===== config.mk =====
export PLATFORM = sky130hd
export DESIGN_NAME = shiftreg_button_scanner
export DESIGN_NICKNAME = d
export VERILOG_FILES = /design/src/rtl/shiftreg_scanner_pkg.sv /design/src/rtl/shiftreg_debounce.sv /design/src/rtl/shiftreg_button_scanner.sv
export SDC_FILE = /design/constraint.sdc
export NUM_CORES = 1
export LEC_CHECK = 0
export BUFFER_PORTS_ARGS = -buffer_cell sky130_fd_sc_hd__buf_4
export CAP_MARGIN = 20
export CORE_MARGIN = 1.5
export CORE_UTILIZATION = 58
export DETAILED_ROUTE_END_ITERATION = 8
export PLACE_DENSITY = 0.82
export SKIP_LAST_GASP = 1
export SLEW_MARGIN = 5
export SYNTH_ARGS = -nofsm -noshare
export SYNTH_HDL_FRONTEND = slang
export SYNTH_SLANG_ARGS = --single-unit

===== constraint.sdc =====
create_clock -name clk -period 3 [get_ports clk]
set_input_delay 0.75 -clock clk [delete_from_list [all_inputs] [get_ports clk]]
set_output_delay 0.75 -clock clk [all_outputs]
set_load 0.02 [all_outputs]

===== src/rtl/shiftreg_scanner_pkg.sv =====
// Shared definitions for the shift-chain button scanner.
//   scan_state_t : scan sequencer states
//   REG_*        : Avalon-MM register addresses
//   scan_period  : clk cycles from one scan_done pulse to the next
package shiftreg_scanner_pkg;

  typedef enum logic [2:0] {
    GAP      = 3'd0,
    LOAD     = 3'd1,
    SETTLE   = 3'd2,
    SHIFT_HI = 3'd3,
    SHIFT_LO = 3'd4,
    DONE     = 3'd5
  } scan_state_t;

  localparam logic [1:0] REG_STATE    = 2'd0;
  localparam logic [1:0] REG_PRESSED  = 2'd1;
  localparam logic [1:0] REG_IRQ_MASK = 2'd2;
  localparam logic [1:0] REG_STATUS   = 2'd3;

  // LOAD + SETTLE, one high/low pair per remaining bit, DONE, then the gap.
  function automatic int unsigned scan_period(input int unsigned num_bits,
                                              input int unsigned clk_div,
                                              input int unsigned scan_gap);
    return clk_div * (2 + 2 * (num_bits - 1)) + 1 + scan_gap;
  endfunction

endpackage


===== src/rtl/shiftreg_debounce.sv =====
// Per-bit scan-count debouncer.
//   clk, reset_n  : clock, async active-low reset
//   update        : one-cycle strobe, a complete scan is in pressed_raw
//   pressed_raw   : this scan's levels, 1 = pressed
//   level         : debounced levels
//   rise          : combinational, high for bits whose level goes 0->1 at
//                   this update edge (lets the press latch set on the same
//                   edge that level changes)
module shiftreg_debounce #(
  parameter int NUM_BITS       = 16,
  parameter int DEBOUNCE_SCANS = 4
) (
  input  logic                clk,
  input  logic                reset_n,
  input  logic                update,
  input  logic [NUM_BITS-1:0] pressed_raw,
  output logic [NUM_BITS-1:0] level,
  output logic [NUM_BITS-1:0] rise
);

  localparam int CW = $clog2(DEBOUNCE_SCANS + 1);
  // A disagreeing scan seen while the counter already holds DEBOUNCE_SCANS-1
  // is the DEBOUNCE_SCANS-th in a row, so the level flips on that scan.
  localparam logic [CW-1:0] CNT_LAST = CW'(DEBOUNCE_SCANS - 1);

  logic [NUM_BITS-1:0] toggle;

  for (genvar i = 0; i < NUM_BITS; i++) begin : g_bit
    logic [CW-1:0] cnt;
    logic          lvl;

    assign toggle[i] = update && (pressed_raw[i] != lvl) && (cnt == CNT_LAST);
    assign level[i]  = lvl;

    always_ff @(posedge clk or negedge reset_n) begin
      if (!reset_n) begin
        cnt <= '0;
        lvl <= 1'b0;
      end else if (update) begin
        if (pressed_raw[i] == lvl) begin
          cnt <= '0;
        end else if (toggle[i]) begin
          cnt <= '0;
          lvl <= ~lvl;
        end else begin
          cnt <= cnt + 1'b1;
        end
      end
    end
  end

  assign rise = toggle & ~level;

endmodule


===== src/rtl/shiftreg_button_scanner.sv =====
// 74HC165-style button chain scanner with debounce, press latch and
// Avalon-MM register interface.
//   clk, reset_n     : clock, async active-low reset
//   shiftreg_in      : serial data from chain (QH)
//   shiftreg_loadn   : parallel load to chain, active-low
//   shiftreg_clk     : shift clock to chain
//   avs_*            : Avalon-MM slave, 2-bit address, read latency 1
//                      0 STATE (RO), 1 PRESSED (W1C), 2 IRQ_MASK (RW),
//                      3 STATUS (RO: bit0 busy, [15:8] scan count)
//   irq              : level interrupt, |(pressed & irq_mask)
//   buttons          : debounced levels, 1 = pressed
//   scan_done        : one-cycle pulse per completed scan
module shiftreg_button_scanner
  import shiftreg_scanner_pkg::*;
#(
  parameter int                  NUM_BITS        = 16,
  parameter int                  CLK_DIV         = 16,
  parameter int                  SCAN_GAP        = 1024,
  parameter int                  DEBOUNCE_SCANS  = 4,
  parameter logic [NUM_BITS-1:0] ACTIVE_LOW_MASK = '1
) (
  input  logic                clk,
  input  logic                reset_n,
  input  logic                shiftreg_in,
  output logic                shiftreg_loadn,
  output logic                shiftreg_clk,
  input  logic [1:0]          avs_address,
  input  logic                avs_read,
  input  logic                avs_write,
  input  logic [31:0]         avs_writedata,
  output logic [31:0]         avs_readdata,
  output logic                irq,
  output logic [NUM_BITS-1:0] buttons,
  output logic                scan_done
);

  // One down-counter times every phase; it must hold the longer of the two.
  localparam int CNT_MAX = (CLK_DIV > SCAN_GAP) ? CLK_DIV : SCAN_GAP;
  localparam int CW      = $clog2(CNT_MAX + 1);
  localparam int BW      = $clog2(NUM_BITS + 1);

  localparam logic [CW-1:0] DIV_RELOAD = CW'(CLK_DIV - 1);
  localparam logic [CW-1:0] GAP_RELOAD = CW'(SCAN_GAP - 1);

  scan_state_t         state, state_n;
  logic [CW-1:0]       cnt, cnt_n;
  logic [BW-1:0]       bits_left, bits_n;
  logic [NUM_BITS-1:0] raw, raw_n, raw_shift;
  logic [7:0]          scan_cnt;
  logic [NUM_BITS-1:0] press, irq_mask, rise;
  logic                update;
  logic                wr_pressed, wr_mask;
  logic                unused_wdata;

  // Chain is read MSB first: each sample enters at bit 0 and moves up, so
  // after NUM_BITS samples the first one (QH after load) sits at the MSB.
  assign raw_shift = (raw << 1) | NUM_BITS'(shiftreg_in);

  // ---------------------------------------------------------------------------
  // Scan sequencer
  // ---------------------------------------------------------------------------
  always_ff @(posedge clk or negedge reset_n) begin
    if (!reset_n) begin
      state     <= GAP;
      cnt       <= '0;   // gap already expired: load starts right after reset
      bits_left <= '0;
      raw       <= '0;
    end else begin
      state     <= state_n;
      cnt       <= cnt_n;
      bits_left <= bits_n;
      raw       <= raw_n;
    end
  end

  always_comb begin
    state_n = state;
    cnt_n   = cnt;
    bits_n  = bits_left;
    raw_n   = raw;
    case (state)
      GAP: begin
        if (cnt == '0) begin
          state_n = LOAD;
          cnt_n   = DIV_RELOAD;
        end else begin
          cnt_n = cnt - 1'b1;
        end
      end
      LOAD: begin
        if (cnt == '0) begin
          state_n = SETTLE;
          cnt_n   = DIV_RELOAD;
        end else begin
          cnt_n = cnt - 1'b1;
        end
      end
      SETTLE: begin
        if (cnt == '0) begin
          raw_n  = raw_shift;
          bits_n = BW'(NUM_BITS - 1);
          if (NUM_BITS == 1) begin
            state_n = DONE;
          end else begin
            state_n = SHIFT_HI;
            cnt_n   = DIV_RELOAD;
          end
        end else begin
          cnt_n = cnt - 1'b1;
        end
      end
      SHIFT_HI: begin
        if (cnt == '0) begin
          state_n = SHIFT_LO;
          cnt_n   = DIV_RELOAD;
        end else begin
          cnt_n = cnt - 1'b1;
        end
      end
      SHIFT_LO: begin
        // Sampled at the end of the low phase, just before the next rising
        // shift edge, so QH has had a full half-period to settle.
        if (cnt == '0) begin
          raw_n  = raw_shift;
          bits_n = bits_left - 1'b1;
          if (bits_left == BW'(1)) begin
            state_n = DONE;
          end else begin
            state_n = SHIFT_HI;
            cnt_n   = DIV_RELOAD;
          end
        end else begin
          cnt_n = cnt - 1'b1;
        end
      end
      DONE: begin
        state_n = GAP;
        cnt_n   = GAP_RELOAD;
      end
      default: begin
        state_n = GAP;
        cnt_n   = '0;
      end
    endcase
  end

  // Chain strobes are registered from the next state so they change exactly
  // on state boundaries and never glitch.
  always_ff @(posedge clk or negedge reset_n) begin
    if (!reset_n) begin
      shiftreg_loadn <= 1'b1;
      shiftreg_clk   <= 1'b0;
      scan_done      <= 1'b0;
      scan_cnt       <= '0;
    end else begin
      shiftreg_loadn <= (state_n != LOAD);
      shiftreg_clk   <= (state_n == SHIFT_HI);
      scan_done      <= update;
      if (update) scan_cnt <= scan_cnt + 8'd1;
    end
  end

  // ---------------------------------------------------------------------------
  // Debounce
  // ---------------------------------------------------------------------------
  assign update = (state == DONE);

  shiftreg_debounce #(
    .NUM_BITS       (NUM_BITS),
    .DEBOUNCE_SCANS (DEBOUNCE_SCANS)
  ) u_debounce (
    .clk         (clk),
    .reset_n     (reset_n),
    .update      (update),
    .pressed_raw (raw ^ ACTIVE_LOW_MASK),
    .level       (buttons),
    .rise        (rise)
  );

  // ---------------------------------------------------------------------------
  // Registers
  // ---------------------------------------------------------------------------
  assign wr_pressed   = avs_write && (avs_address == REG_PRESSED);
  assign wr_mask      = avs_write && (avs_address == REG_IRQ_MASK);
  assign unused_wdata = ^avs_writedata;

  always_ff @(posedge clk or negedge reset_n) begin
    if (!reset_n) begin
      press    <= '0;
      irq_mask <= '0;
      irq      <= 1'b0;
    end else begin
      // A press arriving on the clearing cycle is OR-ed in after the clear
      // so it is never lost.
      if (wr_pressed) press <= (press & ~avs_writedata[NUM_BITS-1:0]) | rise;
      else            press <= press | rise;
      if (wr_mask) irq_mask <= avs_writedata[NUM_BITS-1:0];
      irq <= |(press & irq_mask);
    end
  end

  always_ff @(posedge clk or negedge reset_n) begin
    if (!reset_n) begin
      avs_readdata <= '0;
    end else if (avs_read) begin
      case (avs_address)
        REG_STATE:    avs_readdata <= 32'(buttons);
        REG_PRESSED:  avs_readdata <= 32'(press);
        REG_IRQ_MASK: avs_readdata <= 32'(irq_mask);
        default:      avs_readdata <= {16'h0, scan_cnt, 7'h0, (state != GAP)};
      endcase
    end
  end

endmodule

Word-level counts from Yosys, hierarchy flattened. Index checks and enable logic that the tools add are counted.

Mux-type cells: 48. Reductions and logical operators: 60. Equality and inequality tests: 61. Add/subtract/negate cells: 19. Bitwise logic cells: 41.

Operators with widths (count): two-way mux 3 bit (38); equality test 3 x 2 -> 1 bit, second input constant (19); AND reduction 3 bit (17); adder 3 x 1 -> 3 bit, second input constant (16); bitwise AND 16 bit (3); inverter 16 bit (3); one-hot mux 16 bit (3 select lines) (1); logical AND 1 bit (34); two-way mux 11 bit (3); one-hot mux 11 bit (3 select lines) (1); inverter 1 bit (32); OR 16 bit (2); equality test 1 bit (16); two-way mux 16 bit (1); inequality test 1 bit (16); OR 16 x 1 -> 16 bit (1); OR reduction 16 bit (1); one-hot mux 3 bit (5 select lines) (1); zero test 11 bit (1); subtractor 11 x 1 -> 11 bit, second input constant (1); two-way mux 5 bit (2); one-hot mux 5 bit (2 select lines) (1); adder 8 x 1 -> 8 bit, second input constant (1); equality test 3 bit, second input constant (2); other kinds (15) (16).

Logic and storage cells: 273. Input bits: 39. Bits in registers: 175. Output and inout bits: 52.

Longest topological paths before layout.
Word-level depth: 7. Depth in mapped cells: 8. Mapped depth without buffers: 6.

By module. From an unflattened synthesis, not the netlist that was laid out.

Cells, all modules: 744. Area, all modules: 8026.4 um^2.

Modules (own cells, without submodules): shiftreg_button_scanner (area each 4530.6 um^2, cells an instance 413, times used 1); shiftreg_debounce (area each 3495.9 um^2, cells an instance 331, times used 1).

Least setup slack after synthesis. OpenSTA, ideal clock, no wires.

Path kind: in2reg. From: input port avs_address[0]. To: register avs_readdata[14]. Path slack: 0.589 ns. Data required time: 2.875 ns. Arrival time: 2.286 ns. Stages: 4. Path through: clkbuf_1 -> clkbuf_1 -> mux4_2 -> mux2_2.

Longest elaborated chain between the ends: 2. Elaborated cells on any way between the ends: 4. Those cells by class: 2 x eq/ne; 1 x mux; 1 x reduce/logical.

Ends and longest elaborated chain: from (decl) (line shiftreg_button_scanner.sv:27) `input logic [1:0] avs_address,`; equality test 2 bit, or another cell as far along (line shiftreg_button_scanner.sv:206) `case (avs_address)`; one-hot mux 16 bit (3 select lines) * (line shiftreg_button_scanner.sv:206); to (signal assigned) (line shiftreg_button_scanner.sv:207) `REG_STATE: avs_readdata <= 32'(buttons);`; to (signal assigned) (line shiftreg_button_scanner.sv:208) `REG_PRESSED: avs_readdata <= 32'(press);`; to (signal assigned) (line shiftreg_button_scanner.sv:209) `REG_IRQ_MASK: avs_readdata <= 32'(irq_mask);`; to (decl) (line shiftreg_button_scanner.sv:31) `output logic [31:0] avs_readdata,`.

Every way passes the cells marked *; elsewhere a longest branch is shown, timed or not. A chain may end at the register's enable or synchronous reset.

Final worst setup path.
From: register cnt[0]. To: register cnt[3].

Longest elaborated chain between the ends: 3. Elaborated cells on any way between the ends: 6. Those cells by class: 1 x add/sub; 1 x eq/ne; 3 x mux; 1 x reduce/logical.

Ends and longest elaborated chain: from (decl) (line shiftreg_button_scanner.sv:46) `logic [CW-1:0] cnt, cnt_n;`; from (signal assigned) (line shiftreg_button_scanner.sv:70) `cnt <= cnt_n;`; subtractor 11 x 1 -> 11 bit / zero test 11 bit (equally long branches); two-way mux 11 bit, on equally long branches; one-hot mux 11 bit (3 select lines) (line shiftreg_button_scanner.sv:81) `case (state)`.

Parallel ways exist; a longest one is shown, timed or not.

==> impl_metrics.json <==
{
  "synth_compound_area_share_pct": 9.39,
  "diodes": 0,
  "antenna_found_initial": 0,
  "path_clk_slew_ns": 0.06,
  "seq_area_frac_synth_pct": 52.1,
  "grt_pass1_vias": 5470,
  "syn_area_per_cell_um2": 10.7,
  "synth_edf_count": 0,
  "synth_simple_gate_area_share_pct": 16.5,
  "power_density_nw_per_um2": 572,
  "dp_hpwl_mm": 11.0,
  "hold_viol_final": 0,
  "drv_slew": 0,
  "viasPerCell": 5.81,
  "finalSetupViolCount": 0,
  "critical_path_class": "reg -> reg",
  "cts-root-buf": "clkbuf_16",
  "min_path_type": "in -> async",
  "clk_latency_ns": 0.43,
  "worst_pin_slew_ns": 0.779,
  "ys.flop_type": "dfrtp_1",
  "clock-sinks": 159,
  "syn-cell-area_um2": 7630,
  "wire_per_inst_um": 17.3,
  "end_kind": "flip-flop",
  "cts_tree": "done",
  "skew_ns": 0.00610,
  "cts_buffers": 17,
  "synth-seq-cells": 159,
  "port_buffers": 58,
  "grt_pass1_wl_mm": 27.0,
  "postCtsSetupBuffers": 0,
  "use_met2_pct": 41.3,
  "arrival_ns": 2.74,
  "ir_worst_vdd_uv": 438,
  "post-route-period-util_pct": 80.8,
  "cts_resized": 0,
  "die_area_um2": 13900,
  "chipHeight_um": 118,
  "dr.pass1.iters": 5,
  "final_cells": 942,
  "overflow": 0,
  "layout_setup_ws_ns": 0.575,
  "cts_hold_buf": 0,
  "h-tree-depth": 4,
  "required_ns": 3.31,
  "drive_gt1_share_pct": 20.8,
  "grt_usage_pct": 24.7,
  "core_area_um2": 12700,
  "globalplace.congestion": 0.825,
  "synth_cell_types": 51,
  "met3_usage_pct": 4.65,
  "io-pin-count": 91,
  "fp-row-count": 41,
  "p_total_mw": 4.98,
  "synthAdderAreaFrac_pct": 3.28,
  "synthCells": 715,
  "relSlewSlack_pct": 48.1,
  "clock.fmax_ghz": 0.412,
  "synth_xor_xnor_area_share_pct": 3.44,
  "nets": 816,
  "drtIter0Drc": 420,
  "place_ws_ns": 0.603,
  "finalCriticalPeriod_ns": 2.42,
  "tns_ns": 0,
  "wirelength_mm": 16.3,
  "rsz0062_at_grt": "no",
  "yosysWarnings": 0,
  "n_fill_cell": 884,
  "area_delta_synth_final_pct": 14.0,
  "startpoint_type": "flip-flop",
  "grt_max_degree": 68,
  "async_reset_ff_share_pct": 100,
  "clockBufferDepth": 2,
  "vias": 5477,
  "drc": 0,
  "status": "finished clean",
  "dp.cells": 910,
  "synth_top_family_by_area": "simple AND/OR/NAND/NOR gates",
  "fp.dieW_um": 118,
  "initial_core_util_pct": 60.0,
  "grtUsageMet1_pct": 32.1,
  "cp_max_fo": 7,
  "synth_mux_area_share_pct": 10.2,
  "antenna_left": 0,
  "grt-busiest-layer": "met2",
  "cellLeakagePower_nw": 4.23,
  "max-cap-violations": 0
}
cells in the mapped netlist, types with 5 or more instances:
cell / count / share of area, %
nor4_1: 5 / 0.41
nor3_1: 7 / 0.46
a21oi_1: 17 / 1.1
a22o_1: 13 / 1.5
nor2_1: 44 / 2.2
clkbuf_1: 17 / 0.84
and2_1: 16 / 1.3
o21ai_0: 52 / 3.4
dfrtp_1: 158 / 52
buf_4: 32 / 3.1
mux4_2: 9 / 2.7
mux2i_1: 9 / 1.2
nand3_1: 20 / 1.3
nor2b_1: 19 / 1.6
ha_1: 20 / 3.3
xnor2_1: 12 / 1.4
xor2_1: 18 / 2.1
o31ai_1: 18 / 1.8
nand2_1: 126 / 6.2
nand4_1: 6 / 0.49
inv_1: 5 / 0.25
mux2_2: 42 / 6.2
state kept, by name (all words and copies together) (netlist names), 5 cells and up:
| signal | cells |
|---|---|
| scan_cnt | 8 |
| bits_left | 5 |
| irq_mask | 16 |
| cnt | 11 |
| press | 16 |
| raw | 16 |
| u_debounce.g_bit.cnt | 48 |
| avs_readdata | 16 |
| u_debounce.g_bit.lvl | 16 |
report_power, final:
part,leakage (nW),switching (mW),internal [mW]
clock,0.306,0.853,1.47
sequential,2.11,0.0664,2.23
combinational,1.81,0.198,0.158
cell type report:
cell class	instances	area [um^2]	share of cell area, %
clock buffer	18	429	4.93
multi-input combinational	507	3330	38.2
clock inverter	14	214	2.46
tap	172	215	2.47
timing repair buffer	67	519	5.96
sequential	159	3980	45.7
inverter	5	18.8	0.216
final timing paths:
| path | from | end | slack (ns) | cells past startpoint |
|---|---|---|---|---|
| hold / removal | reset_n | u_debounce.g_bit[5].cnt[1] | 0.30 | 1 |
| min in group clk | u_debounce.g_bit[10].cnt[1] | u_debounce.g_bit[10].cnt[1] | 0.47 | 2 |
| hold reg to reg | u_debounce.g_bit[10].cnt[1] | u_debounce.g_bit[10].cnt[1] | 0.47 | 2 |
| max in group asynchronous | reset_n | irq_mask[11] | 1.90 | 2 |
| setup reg to reg | cnt[0] | cnt[3] | 0.58 | 6 |
| setup / recovery | cnt[0] | cnt[3] | 0.58 | 6 |
worst max-delay path: stages, from the launching register on:
cell and delay [ns]:
dfrtp_1 0.42, inv_1 0.07, ha_1 0.18, or3b_2 0.57
nor4b_4 0.50, mux2_4 0.34, o221a_1 0.22
layer usage:
| metal | part of all wire [%] | wire length (um) |
|---|---|---|
| met2 | 49 | 8050 |
| met5 | 0 | 0 |
| met4 | 2.7 | 447 |
| met1 | 44 | 7140 |
| met3 | 4.1 | 666 |
kinds of logic (layout without fill, tap and decap cells):
family | Yosys count | in the layout
buf+inv | 64 | 104
compound gates | 115 | 115
other cells | 1 | 16
flops | 159 | 159
simple gates | 265 | 265
xor+xnor | 30 | 30
fa+ha+maj | 20 | 20
mux | 61 | 61
cells in the final DEF, fill, tap and decap left out, types with 3 or more instances in the layout:
cell type,n
a221oi_1,4
xnor2_1,12
nor4_1,5
o31ai_1,18
clkinvlp_4,3
inv_1,4
mux2i_1,9
nand3_1,20
mux2_2,42
a22o_1,13
buf_4,65
a21oi_1,17
clkinv_2,3
and2_1,16
o21a_1,4
nor3b_1,3
ha_1,20
o21ai_0,52
mux4_2,9
conb_1,16
nand2_1,126
dfrtp_1,158
clkbuf_16,17
nor3_1,7
nand4_1,6
xor2_1,18
nor2b_1,19
bufinv_16,5
nor2_1,44
stage by stage:
| step | hold slack [ns] | utilization (%) | area [um^2] |
|---|---|---|---|
| after floorplan | 0.441 | - | 7690 |
| after global placement | 0.453 | 63.4 | 8060 |
| after detailed placement | 0.463 | 63.4 | 8060 |
| after CTS | 0.331 | 68.4 | 8710 |
| after global routing | 0.355 | 68.4 | 8710 |
| final | 0.298 | 68.4 | 8710 |
No activity file was read; power rests on OpenSTA's default activity.
